$ cat src/rtl/bsg_transpose_stream_pkg.sv
`default_nettype none
// ============================================================================
//  Module   : bsg_transpose_stream_pkg
//  Purpose  : Shared helpers for the streaming transposer (counter sizing).
//  Ports    : none (package)
//  Revision : 1.0 - initial release
// ============================================================================
package bsg_transpose_stream_pkg;

    // Width of a counter that spans 0..n-1. It never drops below one bit,
    // so that a dimension of 1 still yields a legal (constant-zero) counter.
    function automatic int safe_clog2(input int n);
        return (n > 1) ? $clog2(n) : 1;
    endfunction

endpackage
`default_nettype wire

$ cat src/rtl/bsg_transpose_stream_bank.sv
`default_nettype none
// ============================================================================
//  Module   : bsg_transpose_stream_bank
//  Purpose  : One els_p x width_p element store. A full row is written per
//             cycle and a full column is read combinationally.
//  Ports    : clk_i   - clock
//             we_i    - row write enable
//             row_i   - row index being written
//             data_i  - row data, element y at [y*type_width_p +: type_width_p]
//             col_i   - column index being read
//             data_o  - column data, element x = row x of the selected column
//  Revision : 1.0 - initial release
// ============================================================================
module bsg_transpose_stream_bank
    import bsg_transpose_stream_pkg::*;
#(
    parameter int width_p      = 1,
    parameter int els_p        = 1,
    parameter int type_width_p = 1,
    localparam int c_ROW_W     = safe_clog2(els_p),
    localparam int c_COL_W     = safe_clog2(width_p)
) (
    input  logic                            clk_i,
    input  logic                            we_i,
    input  logic [c_ROW_W-1:0]              row_i,
    input  logic [width_p*type_width_p-1:0] data_i,
    input  logic [c_COL_W-1:0]              col_i,
    output logic [els_p*type_width_p-1:0]   data_o
);

    // Storage carries no reset: the full flags in the parent decide when
    // its contents are meaningful.
    logic [width_p*type_width_p-1:0] r_mem [els_p];

    always_ff @(posedge clk_i) begin
        if (we_i) begin
            r_mem[row_i] <= data_i;
        end
    end

    // Column read: element x of the output is element col_i of row x.
    for (genvar x = 0; x < els_p; x++) begin : g_col
        assign data_o[x*type_width_p +: type_width_p] =
            r_mem[x][col_i*type_width_p +: type_width_p];
    end

endmodule
`default_nettype wire

$ cat src/rtl/bsg_transpose_stream.sv
`default_nettype none
// ============================================================================
//  Module   : bsg_transpose_stream
//  Purpose  : Streaming ready/valid matrix transposer. Takes els_p rows of
//             width_p elements (one row per beat) and emits width_p columns
//             of els_p elements (one column per beat). Optional ping-pong
//             banking lets a fill and a drain proceed concurrently.
//  Ports    : clk_i       - clock
//             reset_n_i   - synchronous active-low reset
//             v_i         - input row valid
//             data_i      - input row
//             ready_and_o - input row accepted when v_i & ready_and_o
//             v_o         - output column valid
//             data_o      - output column
//             ready_and_i - output column consumed when v_o & ready_and_i
//  Revision : 1.0 - initial release
// ============================================================================
module bsg_transpose_stream
    import bsg_transpose_stream_pkg::*;
#(
    parameter int width_p         = 1,   // elements per input row
    parameter int els_p           = 1,   // rows per matrix
    parameter int type_width_p    = 1,
    parameter int double_buffer_p = 1
) (
    input  logic                            clk_i,
    input  logic                            reset_n_i,
    input  logic                            v_i,
    input  logic [width_p*type_width_p-1:0] data_i,
    output logic                            ready_and_o,
    output logic                            v_o,
    output logic [els_p*type_width_p-1:0]   data_o,
    input  logic                            ready_and_i
);

    localparam int c_NB    = (double_buffer_p != 0) ? 2 : 1;
    localparam int c_ROW_W = safe_clog2(els_p);
    localparam int c_COL_W = safe_clog2(width_p);
    localparam logic [c_ROW_W-1:0] c_ROW_LAST = c_ROW_W'(els_p - 1);
    localparam logic [c_COL_W-1:0] c_COL_LAST = c_COL_W'(width_p - 1);

    logic [c_ROW_W-1:0] r_wr_row;
    logic [c_COL_W-1:0] r_rd_col;
    logic               r_wr_bank;
    logic               r_rd_bank;
    // Always two flag bits; in single-bank mode the pointers stay at 0 and
    // bit 1 is never set.
    logic [1:0]         r_full;

    logic               w_accept;
    logic               w_consume;
    logic [c_NB-1:0]    w_we;
    logic [els_p*type_width_p-1:0] w_bank_data [2];

    assign ready_and_o = reset_n_i & ~r_full[r_wr_bank];
    assign v_o         = r_full[r_rd_bank];
    assign w_accept    = v_i & ready_and_o;
    assign w_consume   = v_o & ready_and_i;

    for (genvar b = 0; b < c_NB; b++) begin : g_bank
        assign w_we[b] = w_accept & (r_wr_bank == 1'(b));

        bsg_transpose_stream_bank #(
            .width_p      (width_p),
            .els_p        (els_p),
            .type_width_p (type_width_p)
        ) u_bank (
            .clk_i  (clk_i),
            .we_i   (w_we[b]),
            .row_i  (r_wr_row),
            .data_i (data_i),
            .col_i  (r_rd_col),
            .data_o (w_bank_data[b])
        );
    end

    // Single-bank mode: alias the second mux input so the output select
    // stays uniform.
    if (c_NB == 1) begin : g_single
        assign w_bank_data[1] = w_bank_data[0];
    end

    assign data_o = w_bank_data[r_rd_bank];

    // Accept only targets an empty bank and consume only a full one, so the
    // two flag updates below always land on different bits.
    always_ff @(posedge clk_i) begin
        if (!reset_n_i) begin
            r_wr_row  <= '0;
            r_rd_col  <= '0;
            r_wr_bank <= 1'b0;
            r_rd_bank <= 1'b0;
            r_full    <= 2'b00;
        end else begin
            if (w_accept) begin
                if (r_wr_row == c_ROW_LAST) begin
                    r_wr_row          <= '0;
                    r_full[r_wr_bank] <= 1'b1;
                    if (c_NB == 2) begin
                        r_wr_bank <= ~r_wr_bank;
                    end
                end else begin
                    r_wr_row <= r_wr_row + 1'b1;
                end
            end
            if (w_consume) begin
                if (r_rd_col == c_COL_LAST) begin
                    r_rd_col          <= '0;
                    r_full[r_rd_bank] <= 1'b0;
                    if (c_NB == 2) begin
                        r_rd_bank <= ~r_rd_bank;
                    end
                end else begin
                    r_rd_col <= r_rd_col + 1'b1;
                end
            end
        end
    end

`ifndef SYNTHESIS
    always @(posedge clk_i) begin
        if (reset_n_i) begin
            assert (!$isunknown(v_i))
                else $error("bsg_transpose_stream: v_i is X/Z");
            assert (!$isunknown(ready_and_i))
                else $error("bsg_transpose_stream: ready_and_i is X/Z");
            assert (!(w_consume && !v_o))
                else $error("bsg_transpose_stream: consume without v_o");
        end
    end
`endif

endmodule
`default_nettype wire
$ cat config.mk
export PLATFORM = sky130hd
export DESIGN_NAME = bsg_transpose_stream
export DESIGN_NICKNAME = d
export VERILOG_FILES = /design/src/rtl/bsg_transpose_stream_pkg.sv /design/src/rtl/bsg_transpose_stream_bank.sv /design/src/rtl/bsg_transpose_stream.sv
export SDC_FILE = /design/constraint.sdc
export NUM_CORES = 1
export LEC_CHECK = 0
export CAP_MARGIN = 20
export CORE_AREA = 8 8 45 47
export DETAILED_ROUTE_END_ITERATION = 6
export DIE_AREA = 0 0 53 55
export PLACE_DENSITY = 0.5
export SKIP_CTS_REPAIR_TIMING = 1
export SYNTH_ARGS = -nofsm -noshare
export SYNTH_HDL_FRONTEND = slang
export SYNTH_HIERARCHICAL = 1
export SYNTH_SLANG_ARGS = --single-unit
$ cat constraint.sdc
create_clock -name clk_i -period 2.39 [get_ports clk_i]
set_input_delay 0.478 -clock clk_i [delete_from_list [all_inputs] [get_ports clk_i]]
set_output_delay 0.478 -clock clk_i [all_outputs]
set_load 0.01 [all_outputs]
# Word-level counts from Yosys, hierarchy flattened
# Memories as Yosys holds them, arrays and structs flattened.
# Index checks and enable logic that the tools add are counted.
# word_totals
memories,2
input_bits,5
register_bits,6
latch_bits,0
mem_bits_ro,0
ram_bits,2
elab_cells,56
# op_classes
n_lt_le_gt_ge,5
addsub,2
mux,22
eq_ne,0
div,0
n_bitwise,14
multipliers,0
reduce_logical,4
shift,2
# memory_table
memory,depth,width,rd,rd_ports_with_merged_regs,wr,line,source
g_bank[0].u_bank.r_mem,1,1,1,0,1,bsg_transpose_stream_bank.sv:33,logic [width_p*type_width_p-1:0] r_mem [els_p];
g_bank[1].u_bank.r_mem,1,1,1,0,1,bsg_transpose_stream_bank.sv:33,
# ops
op,count
$mux W1,15
$mux W2,5
$and A1 B1 Y1,5
$not A1 Y1,5
$lt A1 B2 Y1 const B,2
$reduce_and A2 Y1,2
$shiftx A1 B2 Y1,2
$add A1 B1 Y1 const B,2
$and A2 B2 Y2,1
$demux W1 S1,2
$ge A1 B1 Y1 const B,2
$ge A2 B2 Y1 const B,1
$logic_and A1 B1 Y1,2
$not A1 Y2,1
$not A2 Y2,1
$or A2 B2 Y2,1

# Longest topological paths before layout
# Gate-level depths: netlist (run 1).
# logic_depth
depth_word,11
ltp_mapped,2
mapped_depth_nobuf,2

# Cells and area by module
# Netlist (run 1), hierarchy kept.
# by_module_without_submodules
module,instances,seq_area_each_um2,area_per_inst_um2,cells_each
bsg_transpose_stream,1,80.1,214.0,20
bsg_transpose_stream_bank,2,30.0,43.8,2

# Worst setup path after synthesis (run 1)
# Ideal clock, no wire load.
# synth_path
path_type,flip-flop to output port
start,reg r_rd_bank
end,out data_o
path_buffers,0
path_stages_with_launch,2
slack_ps,1172
required_time_ps,1912
arrival_time_ps,740
path_cell_list,dfxtp_1 -> mux2_2
# synth_between
elab_chain_cells,4
# synth_lines
element,line,source
from (decl),bsg_transpose_stream.sv:45,logic r_rd_bank;
from (signal assigned),bsg_transpose_stream.sv:111,r_rd_bank <= ~r_rd_bank;
$not A1 Y2 (implied by the code),bsg_transpose_stream.sv:83,assign data_o = w_bank_data[r_rd_bank];
$mux W1 (implied by the code) (3 in series),bsg_transpose_stream.sv:83,
to (decl),bsg_transpose_stream.sv:32,"output logic [els_p*type_width_p-1:0] data_o,"
# No other way between the ends. The select of a mux whose other input is x is not followed.

# Final worst setup path (run 1)
# layout_path
start,in reset_n_i
end,out ready_and_o
# layout_between
elab_chain_cells,1
# layout_lines
element,line,source
from (decl),bsg_transpose_stream.sv:27,"input logic reset_n_i,"
$and A1 B1 Y1,bsg_transpose_stream.sv:55,assign ready_and_o = reset_n_i & ~r_full[r_wr_bank];
to (decl),bsg_transpose_stream.sv:30,"output logic ready_and_o,"
# No other way between the ends.

==> results of run 1 <==
sequential cells by signal, indices dropped and copies added (netlist names):
| register | count |
|---|---|
| g_bank.u_bank/r_mem | 2 |
| r_full | 2 |
| r_rd_bank | 1 |
| r_wr_bank | 1 |
cell type report:
type	instances	area [sq um]	area share (%)
Tap cell	16	20.0	4.71
Timing Repair Buffer	8	77.6	18.2
Sequential cell	6	140	32.9
Clock buffer	3	22.5	5.29
Multi-Input combinational cell	19	165	38.8
cell families after synthesis:
group,Yosys count
flip-flops,6
multiplexers,3
AND/OR/NAND/NOR,10
AO/OA/AOI/OAI,4
other,1
metal layers:
| metal | track usage (%) | up-vias |
|---|---|---|
| met1 | 5.36 | 110 |
| met2 | 7.42 | 5 |
| met5 | 0 | - |
| met4 | 3.88 | 0 |
| li1 | - | 114 |
| met3 | 2.67 | 0 |
Yosys cell counts:
cell and n:
sky130_fd_sc_hd__a31o_1 4, sky130_fd_sc_hd__dfxtp_1 4, sky130_fd_sc_hd__and4b_1 2, sky130_fd_sc_hd__edfxtp_1 2, sky130_fd_sc_hd__mux2_2 2, sky130_fd_sc_hd__nand2_1 2
sky130_fd_sc_hd__nand2b_1 2, sky130_fd_sc_hd__nor2b_4 2, sky130_fd_sc_hd__and2_1 1, sky130_fd_sc_hd__and4bb_4 1, sky130_fd_sc_hd__conb_1 1, sky130_fd_sc_hd__mux2i_1 1
power by group through the flow:
stage / logic [W] / clock network, W / registers, W
global route: 0.0000522 / 0.000103 / 0.000123
CTS: 0.0000484 / 0.000100 / 0.000122
global placement: 0.0000470 / 0 / 0.000123
floorplan: 0.0000254 / 0 / 0.000121
finish: 0.0000477 / 0.0000933 / 0.000122
detailed placement: 0.0000481 / 0 / 0.000124
worst paths after layout:
path	startpoint	depth (start not counted)	slack, ns	to
worst max register to register	r_full[0]$_SDFF_PN0_	1	1.41	g_bank[0].u_bank/r_mem[0]$_DFFE_PP_
worst min register to register	r_full[0]$_SDFF_PN0_	1	0.55	r_full[0]$_SDFF_PN0_
worst max-delay path	reset_n_i	3	0.30	ready_and_o
worst min-delay path	r_full[0]$_SDFF_PN0_	1	0.55	r_full[0]$_SDFF_PN0_
through the flow:
step	total power (W)	util [%]
global placement	0.000170	29.1
floorplan	0.000147	-
finish	0.000263	30.7
CTS	0.000270	30.7
global route	0.000279	30.7
detailed placement	0.000172	29.1
==> reports/summary.log, run 1 <==
INFO  yosys          synth.lib_cells_used.distinct=12
INFO  worst_setup_path startpoint_type=primary input
INFO  finish         finalNetCount=43
INFO  worst_setup_path category_of_the_critical_setup_timing_path=primary input to output port
INFO  yosys          syn_avg_cell_area=12.6squm
INFO  finish         n_antenna_cell=0
INFO  floorplan      core_region_area=1380squm
INFO  global_routing number_of_global_route_vias_before_repair=244
INFO  routing        detail_route.wirelength=619um
INFO  sta            final.min_clock_period=2.09ns
INFO  global_routing grt_first_pass_wirelength=1.04mm
INFO  routing        route.detailed.drc=0
INFO  yosys          mappedNetlistArea=302squm
INFO  yosys          synthCells=24
INFO  yosys          yosysSeqAreaShare=46.5%
INFO  cts            cts_htree_levels=1
INFO  routing        top_layer=met3
INFO  floorplan      die_w=53um
INFO  yosys          synth.top_cells.by_area=sky130_fd_sc_hd__dfxtp_1, sky130_fd_sc_hd__edfxtp_1, sky130_fd_sc_hd__a31o_1
INFO  yosys          adder_and_majority_gate_portion_of_the_synthesized_area=0%
INFO  worst_setup_path worstPathCellList=clkdlybuf4s50_1 -> and2_1 -> clkdlybuf4s50_1
INFO  sta            fmax=478MHz
INFO  yosys          simple_gate_fraction_of_synth_area=29.9%
INFO  finish         layout.filler_cells=145
INFO  power          p_sw_share=23.0%
INFO  global_routing grt_use_total=5.04%
INFO  sta            fin_ws=0.300ns
INFO  worst_setup_path crit_path_most_repeated_cell=sky130_fd_sc_hd__clkdlybuf4s50_1
INFO  floorplan      die_area=2920squm
INFO  placement      gpl.final_weighted_congestion=0.697
INFO  worst_setup_path critPathRequiredTime=1.91ns
INFO  yosys          number_of_synthesized_register_bits=6
INFO  cts            cell_chosen_for_the_clock_root=sky130_fd_sc_hd__clkbuf_4
INFO  cts            clock_sink_count=6
INFO  worst_setup_path worst-path-max-fanout=2
INFO  floorplan      row_count=14
INFO  finish         final_cell_mix=sky130_fd_sc_hd__clkdlybuf4s50_1, sky130_fd_sc_hd__a31o_1, sky130_fd_sc_hd__dfxtp_1
INFO  placement      number_of_placed_instances_with_taps_included=49
INFO  cts            clkSlewWorstSetupHoldPaths=0.05ns
INFO  cts            cts_tree=done
INFO  power          maximum_ir_drop_on_the_vdd_rail=0.190mV
INFO  worst_setup_path crit_end_category=output port
INFO  yosys          synth_compound_gate_area_share=11.6%
INFO  global_routing antenna_found_initial=0
INFO  routing        viasPerCell=4.40
INFO  yosys          synth.top_cell.area_share=26.6%
INFO  placement      detailed_place_hpwl=488um
INFO  yosys          synthDominantAreaCellType=sky130_fd_sc_hd__dfxtp_1
INFO  cts            cts_buffers=3
INFO  sta            worst_hold_slack_after_final_layout=0.549ns
INFO  yosys          ys.warnings.count=6
INFO  power          p_leak=0.166nW
INFO  yosys          synth_top_family_by_area=simple AND/OR/NAND/NOR gates
INFO  routing        route.layer.met1.wl=269um
INFO  worst_setup_path critical_path.n_buffers_inverters=2
INFO  worst_setup_path timing.critical_path.slowest_cell_delay=0.54ns
INFO  finish         stdcell_count=52
INFO  floorplan      initial_core_util=21.8%
INFO  cts            clk_latency=0.24ns
INFO  power          power_switching=0.0000605W
INFO  routing        drt_pre_antenna_iters=2
INFO  routing        dr_total_vias=229
INFO  finish         post_route_cells_drive_above_1_share=25.0%
INFO  sta            final.setup.tns=0ns
INFO  job            drv_cap=0
INFO  placement      io_buffers=7
INFO  yosys          synth_xor_area_share=0%
INFO  power          power.clock.fraction=35.5%
INFO  sta            number_of_hold_violations_in_the_final_report=0
INFO  sta            finClkSkew=0.000978ns
INFO  hold_path      hold_class=flip-flop to flip-flop
INFO  routing        detail-route-antenna-nets=0
INFO  power          power_frac_comb=18.1%
INFO  power          seq_power_share=46.4%
INFO  sta            post-route-period-util=87.5%
INFO  yosys          synth_mux_area_share=10.8%
INFO  finish         commonest_non_fill_non_tap_cell_in_the_layout=sky130_fd_sc_hd__clkdlybuf4s50_1
INFO  sta            finalMaxSlewViolations=0
INFO  placement      placed_cell_area=403squm
INFO  sta            grt_setup_unrepaired=false
INFO  routing        drtIter0Drc=1
INFO  run_status     outcome=finished, final reports clean
INFO  global_routing grt-ovfl-total=0
INFO  worst_setup_path crit_arrival=1.61ns
INFO  placement      preCtsSetupSlack=0.291ns
INFO  finish         layout-area-overhead-vs-synth=41.1%
INFO  routing        wl_met3=37um
INFO  power          power.internal=0.000202W
INFO  worst_setup_path critical_path.slowest_cell=sky130_fd_sc_hd__clkdlybuf4s50_1
INFO  worst_setup_path critPathTopFamily=buffers and inverters
INFO  power          powerDensity=618nW/um^2
INFO  sta            count_of_endpoints_failing_setup_in_the_final_report=0
INFO  floorplan      floorplan.io_pins=8
INFO  floorplan      die-height=55um
INFO  cts            cts.path.max_buffers=2
INFO  finish         final_area=425squm
INFO  routing        routed-wl-met2=311um
INFO  global_routing grt_start_max_net_pins=8
INFO  routing        wl_per_cell=11.9um
Note: power is estimated with default switching activity, not from simulation.
==> run 2: changes to the inputs <==
--- a/config.mk
+++ b/config.mk
@@ -9,7 +9,9 @@
 export CORE_AREA = 8 8 45 47
 export DETAILED_ROUTE_END_ITERATION = 6
 export DIE_AREA = 0 0 53 55
+export GPL_ROUTABILITY_DRIVEN = 0
 export PLACE_DENSITY = 0.5
+export SETUP_SLACK_MARGIN = 0.3
 export SKIP_CTS_REPAIR_TIMING = 1
 export SYNTH_ARGS = -nofsm -noshare
 export SYNTH_HDL_FRONTEND = slang
==> run 2 against run 1 <==
  * Clock power is essentially flat
  * Worst hold slack is essentially flat
  * Clock-buffer cell count is the same
  * Global-route usage is the same
  * Clock skew is essentially flat
  * Fmax grew 5.7%
  * Critical path depth shrank 1
  * Die area is the same
  * Non-clock buffer count is the same
  * Routed wire length grew 0.48%
  * Critical path type is now flip-flop to output port
  * Largest power group unchanged
==> reports/summary.log, run 2 (synthesized netlist as in run 1, its figures left out) <==
INFO  sta            final.setup.tns=0ns [unchanged]
INFO  cts            cts_buffers=3 [unchanged]
INFO  run_status     outcome=finished, final reports clean
INFO  sta            fmax=506MHz [+5.7%]
INFO  routing        route.detailed.drc=0 [unchanged]
INFO  sta            finClkSkew=0.00102ns [+0.0000459 ns]
INFO  worst_setup_path crit_end_category=output port
INFO  routing        drtIter0Drc=1 [unchanged]
INFO  global_routing antenna_found_initial=0 [unchanged]
INFO  finish         post_route_cells_drive_above_1_share=25.0% [unchanged]
INFO  hold_path      hold_class=flip-flop to flip-flop
INFO  worst_setup_path critPathRequiredTime=1.91ns [about the same]
INFO  sta            grt_setup_unrepaired=false
INFO  floorplan      core_region_area=1380squm [unchanged]
INFO  worst_setup_path category_of_the_critical_setup_timing_path=flip-flop to output port
INFO  routing        wl_per_cell=12.0um [+0.48%]
INFO  sta            count_of_endpoints_failing_setup_in_the_final_report=0 [unchanged]
INFO  floorplan      row_count=14 [unchanged]
INFO  floorplan      initial_core_util=21.8% [unchanged]
INFO  cts            clkSlewWorstSetupHoldPaths=0.05ns [about the same]
INFO  sta            number_of_hold_violations_in_the_final_report=0 [unchanged]
INFO  worst_setup_path worst-path-max-fanout=6 [+4]
INFO  sta            finalMaxSlewViolations=0 [unchanged]
INFO  finish         n_antenna_cell=0 [unchanged]
INFO  cts            cts_tree=done
INFO  finish         final_area=428squm [+0.59%]
INFO  placement      preCtsSetupSlack=0.291ns [unchanged]
INFO  placement      detailed_place_hpwl=488um [unchanged]
INFO  cts            cell_chosen_for_the_clock_root=sky130_fd_sc_hd__clkbuf_4
INFO  global_routing grt_start_max_net_pins=8 [unchanged]
INFO  routing        drt_pre_antenna_iters=2 [unchanged]
INFO  cts            clock_sink_count=6 [unchanged]
INFO  worst_setup_path regToRegSetupSlack=1.41ns [about the same]
INFO  sta            post-route-period-util=82.7% [-4.7 points]
INFO  global_routing grt-ovfl-total=0 [unchanged]
INFO  worst_setup_path worst_r2r_startpoint=r_full[0]$_SDFF_PN0_
INFO  worst_setup_path critical_path_end=data_o
INFO  power          maximum_ir_drop_on_the_vdd_rail=0.190mV [+0.13%]
INFO  worst_setup_path critPathLaunch=r_rd_bank$_SDFFE_PN0P_
INFO  sta            final.min_clock_period=1.98ns [-0.113 ns]
INFO  routing        dr_total_vias=229 [unchanged]
INFO  worst_setup_path crit_arrival=1.50ns [-0.11 ns]
INFO  finish         final_cell_mix=sky130_fd_sc_hd__clkdlybuf4s50_1, sky130_fd_sc_hd__a31o_1, sky130_fd_sc_hd__dfxtp_1
INFO  finish         layout-area-overhead-vs-synth=41.9%
INFO  floorplan      die-height=55um [unchanged]
INFO  finish         commonest_non_fill_non_tap_cell_in_the_layout=sky130_fd_sc_hd__clkdlybuf4s50_1
INFO  routing        detail-route-antenna-nets=0 [unchanged]
INFO  worst_setup_path reg2reg_depth=1 [unchanged]
INFO  global_routing number_of_global_route_vias_before_repair=244 [unchanged]
INFO  routing        detail_route.wirelength=622um [+0.48%]
INFO  power          p_leak=0.177nW [+6.5%]
INFO  finish         top_regs=g_bank.u_bank/r_mem x2, r_full x2
INFO  routing        viasPerCell=4.40 [unchanged]
INFO  floorplan      die_w=53um [unchanged]
INFO  sta            worst_hold_slack_after_final_layout=0.550ns [+0.000289 ns]
INFO  finish         finalNetCount=43 [unchanged]
INFO  job            drv_cap=0 [unchanged]
INFO  worst_setup_path timing.rr.end=g_bank[0].u_bank/r_mem[0]$_DFFE_PP_
INFO  power          powerDensity=613nW/um^2 [-0.78%]
INFO  cts            cts.path.max_buffers=2 [unchanged]
INFO  placement      placed_cell_area=403squm [unchanged]
INFO  floorplan      floorplan.io_pins=8 [unchanged]
INFO  global_routing grt_first_pass_wirelength=1.04mm [unchanged]
INFO  worst_setup_path startpoint_type=flip-flop
INFO  cts            cts_htree_levels=1 [unchanged]
INFO  sta            fin_ws=0.413ns [+0.113 ns]
INFO  global_routing grt_use_total=5.04% [unchanged]
INFO  cts            clk_latency=0.24ns [about the same]
INFO  floorplan      die_area=2920squm [unchanged]
INFO  power          total_power=0.000262W [-0.19%]
INFO  placement      io_buffers=7 [unchanged]
[run 2: layout make-up]
type	instances	area, sq um
sequential	6	140
fill	146	956
clock buffer	3	22.5
multi-input combinational	19	165
tap	16	20.0
timing repair buffer	8	80.1
[run 2: power by group]
| part | switching [W] | internal (W) | leakage, nW |
|---|---|---|---|
| Combinational | 0.0000157 | 0.0000314 | 0.112 |
| Sequential | 0.00000828 | 0.000114 | 0.0512 |
| Clock | 0.0000364 | 0.0000568 | 0.0138 |
| Total | 0.0000604 | 0.000202 | 0.177 |
[run 2: how the worst min path moves through the flow]
stage	cells after the start	slack, ns	startpoint	end
2_1_floorplan	1	0.50	r_full[0]$_SDFF_PN0_	r_full[0]$_SDFF_PN0_
3_3_place_gp	1	0.52	r_wr_bank$_SDFFE_PN0N_	r_wr_bank$_SDFFE_PN0N_
3_5_place_dp	1	0.54	r_wr_bank$_SDFFE_PN0N_	r_wr_bank$_SDFFE_PN0N_
4_1_cts	1	0.56	r_full[0]$_SDFF_PN0_	r_full[0]$_SDFF_PN0_
5_1_grt	1	0.59	r_wr_bank$_SDFFE_PN0N_	r_wr_bank$_SDFFE_PN0N_
6_report	1	0.55	r_full[0]$_SDFF_PN0_	r_full[0]$_SDFF_PN0_
[run 2: layer usage]
layer  up-vias  share of wire (%)  global-route usage [%]
li1        114                  -                       -
met1       110                 43                    5.36
met2         5                 50                    7.42
met3         0                5.9                    2.67
met4         0                  0                    3.88
met5         -                  0                       0
[run 2: through the flow]
step	util [%]	std cells
5_1_grt	30.9	52
4_1_cts	30.7	52
3_3_place_gp	29.1	49
2_1_floorplan	-	25
6_report	30.9	52
3_5_place_dp	29.1	49
[run 2: worst max-delay path, stage by stage (launching register included)]
cell and delay (ns):
sky130_fd_sc_hd__dfxtp_1 0.42, sky130_fd_sc_hd__mux2_2 0.36, sky130_fd_sc_hd__clkdlybuf4s50_1 0.48
==> run 3: changes to the inputs <==
--- a/config.mk
+++ b/config.mk
@@ -10,7 +10,7 @@
 export DETAILED_ROUTE_END_ITERATION = 6
 export DIE_AREA = 0 0 53 55
 export GPL_ROUTABILITY_DRIVEN = 0
-export PLACE_DENSITY = 0.5
+export PLACE_DENSITY = 0.52
 export SETUP_SLACK_MARGIN = 0.3
 export SKIP_CTS_REPAIR_TIMING = 1
 export SYNTH_ARGS = -nofsm -noshare
==> constraint.sdc (replaced) <==
create_clock -name clk_i -period 1.75 [get_ports clk_i]
set_input_delay 0.35 -clock clk_i [delete_from_list [all_inputs] [get_ports clk_i]]
set_output_delay 0.35 -clock clk_i [all_outputs]
set_load 0.01 [all_outputs]
==> run 3 against run 2 <==
  * Setup slack worse by 0.13 ns
  * Highest routed layer unchanged
  * Largest cell class unchanged
  * Final cell count unchanged
  * Clock power up 31%
  * Clock skew about the same
  * Routed wire length down 9.2%
  * Global-route usage down 0.44 points
  * Largest power group unchanged
  * Power up 34%
  * Utilization up 0.36 points
  * Die area unchanged
  * Critical path type unchanged
  * Sequential cell count unchanged
==> reports/summary.log, run 3 (synthesized netlist as in run 1, its figures left out) <==
INFO  run_status     outcome=finished, final reports clean
INFO  power          maximum_ir_drop_on_the_vdd_rail=0.303mV [+60%]
INFO  worst_setup_path critical_path.slowest_cell=sky130_fd_sc_hd__edfxtp_1
INFO  global_routing grt-ovfl-total=0 [unchanged]
INFO  global_routing grt_use_total=4.61% [-0.44 points]
INFO  hold_path      hold_class=flip-flop to flip-flop
INFO  sta            final.min_clock_period=1.46ns
INFO  worst_setup_path category_of_the_critical_setup_timing_path=flip-flop to output port
INFO  worst_setup_path startpoint_type=flip-flop
INFO  routing        wl_per_cell=10.9um [-9.2%]
INFO  sta            finClkSkew=0.000739ns [-0.000285 ns]
INFO  cts            clock_sink_count=6 [unchanged]
INFO  worst_setup_path worst-path-max-fanout=1 [-5]
INFO  finish         post_route_cells_drive_above_1_share=36.1% [+11 points]
INFO  cts            cts.path.max_buffers=2 [unchanged]
INFO  job            drv_cap=0 [unchanged]
INFO  global_routing grt_max_usage_layer=met2
INFO  sta            fin_ws=0.285ns [-0.128 ns]
INFO  finish         n_antenna_cell=0 [unchanged]
INFO  routing        detail-route-antenna-nets=0 [unchanged]
INFO  placement      io_buffers=7 [unchanged]
INFO  finish         final_cell_mix=sky130_fd_sc_hd__a31o_1, sky130_fd_sc_hd__clkdlybuf4s50_1, sky130_fd_sc_hd__clkbuf_4
INFO  sta            count_of_endpoints_failing_setup_in_the_final_report=0 [unchanged]
INFO  floorplan      initial_core_util=21.8% [unchanged]
INFO  global_routing grt_util_met3=2.67% [unchanged]
INFO  global_routing grt_first_pass_wirelength=959um [-7.3%]
INFO  routing        route.detailed.drc=0 [unchanged]
INFO  floorplan      die-height=55um [unchanged]
INFO  cts            cts_tree=done
INFO  finish         finalNetCount=43 [unchanged]
INFO  power          total_power=0.000352W [+34%]
INFO  routing        drt_pre_antenna_iters=2 [unchanged]
INFO  cts            clkSlewWorstSetupHoldPaths=0.04ns [about the same]
INFO  worst_setup_path timing.critical_path.slowest_cell_delay=0.37ns [-0.11 ns]
INFO  global_routing grtUsageMet2=6.84% [-0.59 points]
INFO  routing        detail_route.wirelength=565um [-9.2%]
INFO  placement      preCtsSetupSlack=-0.0630ns [-0.354 ns]
INFO  worst_setup_path crit_end_category=output port
INFO  worst_setup_path crit_arrival=1.11ns [-0.39 ns]
INFO  routing        drtIter0Drc=2 [+1]
INFO  sta            post-route-period-util=83.7%
INFO  routing        dr_total_vias=223 [-2.6%]
INFO  cts            clk_latency=0.23ns [about the same]
INFO  floorplan      die_w=53um [unchanged]
INFO  finish         layout-area-overhead-vs-synth=43.6%
INFO  finish         top_regs=g_bank.u_bank/r_mem x2, r_full x2
INFO  floorplan      floorplan.io_pins=8 [unchanged]
INFO  global_routing grt_start_max_net_pins=8 [unchanged]
INFO  sta            grt_setup_unrepaired=true
INFO  cts            cts_buffers=3 [unchanged]
INFO  cts            cell_chosen_for_the_clock_root=sky130_fd_sc_hd__clkbuf_4
INFO  sta            number_of_hold_violations_in_the_final_report=0 [unchanged]
INFO  finish         stdcell_count=52 [unchanged]
INFO  floorplan      die_area=2920squm [unchanged]
INFO  floorplan      row_count=14 [unchanged]
INFO  placement      detailed_place_hpwl=464um [-5.1%]
INFO  floorplan      core_region_area=1380squm [unchanged]
INFO  sta            worst_hold_slack_after_final_layout=0.511ns [-0.0386 ns]
INFO  worst_setup_path critPathRequiredTime=1.40ns [-0.51 ns]
INFO  sta            fmax=683MHz
INFO  global_routing number_of_global_route_vias_before_repair=238 [-2.5%]
INFO  finish         utilization=31.3% [+0.36 points]
INFO  global_routing grt_util_met1=4.60% [-0.76 points]
INFO  power          p_leak=0.188nW [+5.9%]
INFO  sta            finalMaxSlewViolations=0 [unchanged]
INFO  global_routing antenna_found_initial=0 [unchanged]
INFO  power          powerDensity=814nW/um^2 [+33%]
INFO  placement      number_of_placed_instances_with_taps_included=49 [unchanged]
INFO  routing        viasPerCell=4.29 [-2.6%]
INFO  worst_setup_path worstPathCellList=nor2b_4 -> mux2_4 -> buf_6
INFO  cts            cts_htree_levels=1 [unchanged]
[run 3: changes by cell type in the layout (fill, tap and decap cells not counted), sizes merged]
cell           delta
buf               +2
clkdlybuf4s50     -2
[run 3: critical path: cells and delay by family (launching register included)]
| kind | cells | cell delay (ns) |
|---|---|---|
| mux | 1 | 0.26 |
| simple gates | 1 | 0.13 |
| flops | 1 | 0.37 |
| buf+inv | 1 | 0.12 |
[run 3: power breakdown]
| part | switching, W | internal [W] |
|---|---|---|
| logic | 0.0000211 | 0.0000417 |
| clock network | 0.0000452 | 0.0000773 |
| registers | 0.0000111 | 0.000156 |
[run 3: final cells by class]
type | count | area [sq um]
fill | 143 | 951
multi-input combinational | 19 | 169
sequential | 6 | 145
timing repair buffer | 8 | 76.3
clock buffer | 3 | 22.5
tap | 16 | 20.0
[run 3: metal layers]
layer	part of all wire, %	wire (um)
met1	43	244
met2	47	268
met3	9.2	52
met4	0	0
met5	0	0
[run 3: path summary, 6_finish.rpt]
path                                            start                                  end  slack, ns  cells after the start
setup / recovery  g_bank[0].u_bank/r_mem[0]$_DFFE_PP_                               data_o       0.29                      3
hold / removal                 r_wr_bank$_SDFFE_PN0N_               r_wr_bank$_SDFFE_PN0N_       0.51                      1
setup reg to reg                 r_full[0]$_SDFF_PN0_  g_bank[0].u_bank/r_mem[0]$_DFFE_PP_       0.78                      1
hold reg to reg                r_wr_bank$_SDFFE_PN0N_               r_wr_bank$_SDFFE_PN0N_       0.51                      1
[run 3: stage by stage]
stage / TNS, ns / instance area (sq um)
finish: 0 / 433
global route: 0 / 433
CTS: -0.270 / 425
detailed placement: -0.0630 / 403
global placement: -0.0591 / 403
floorplan: 0 / 305
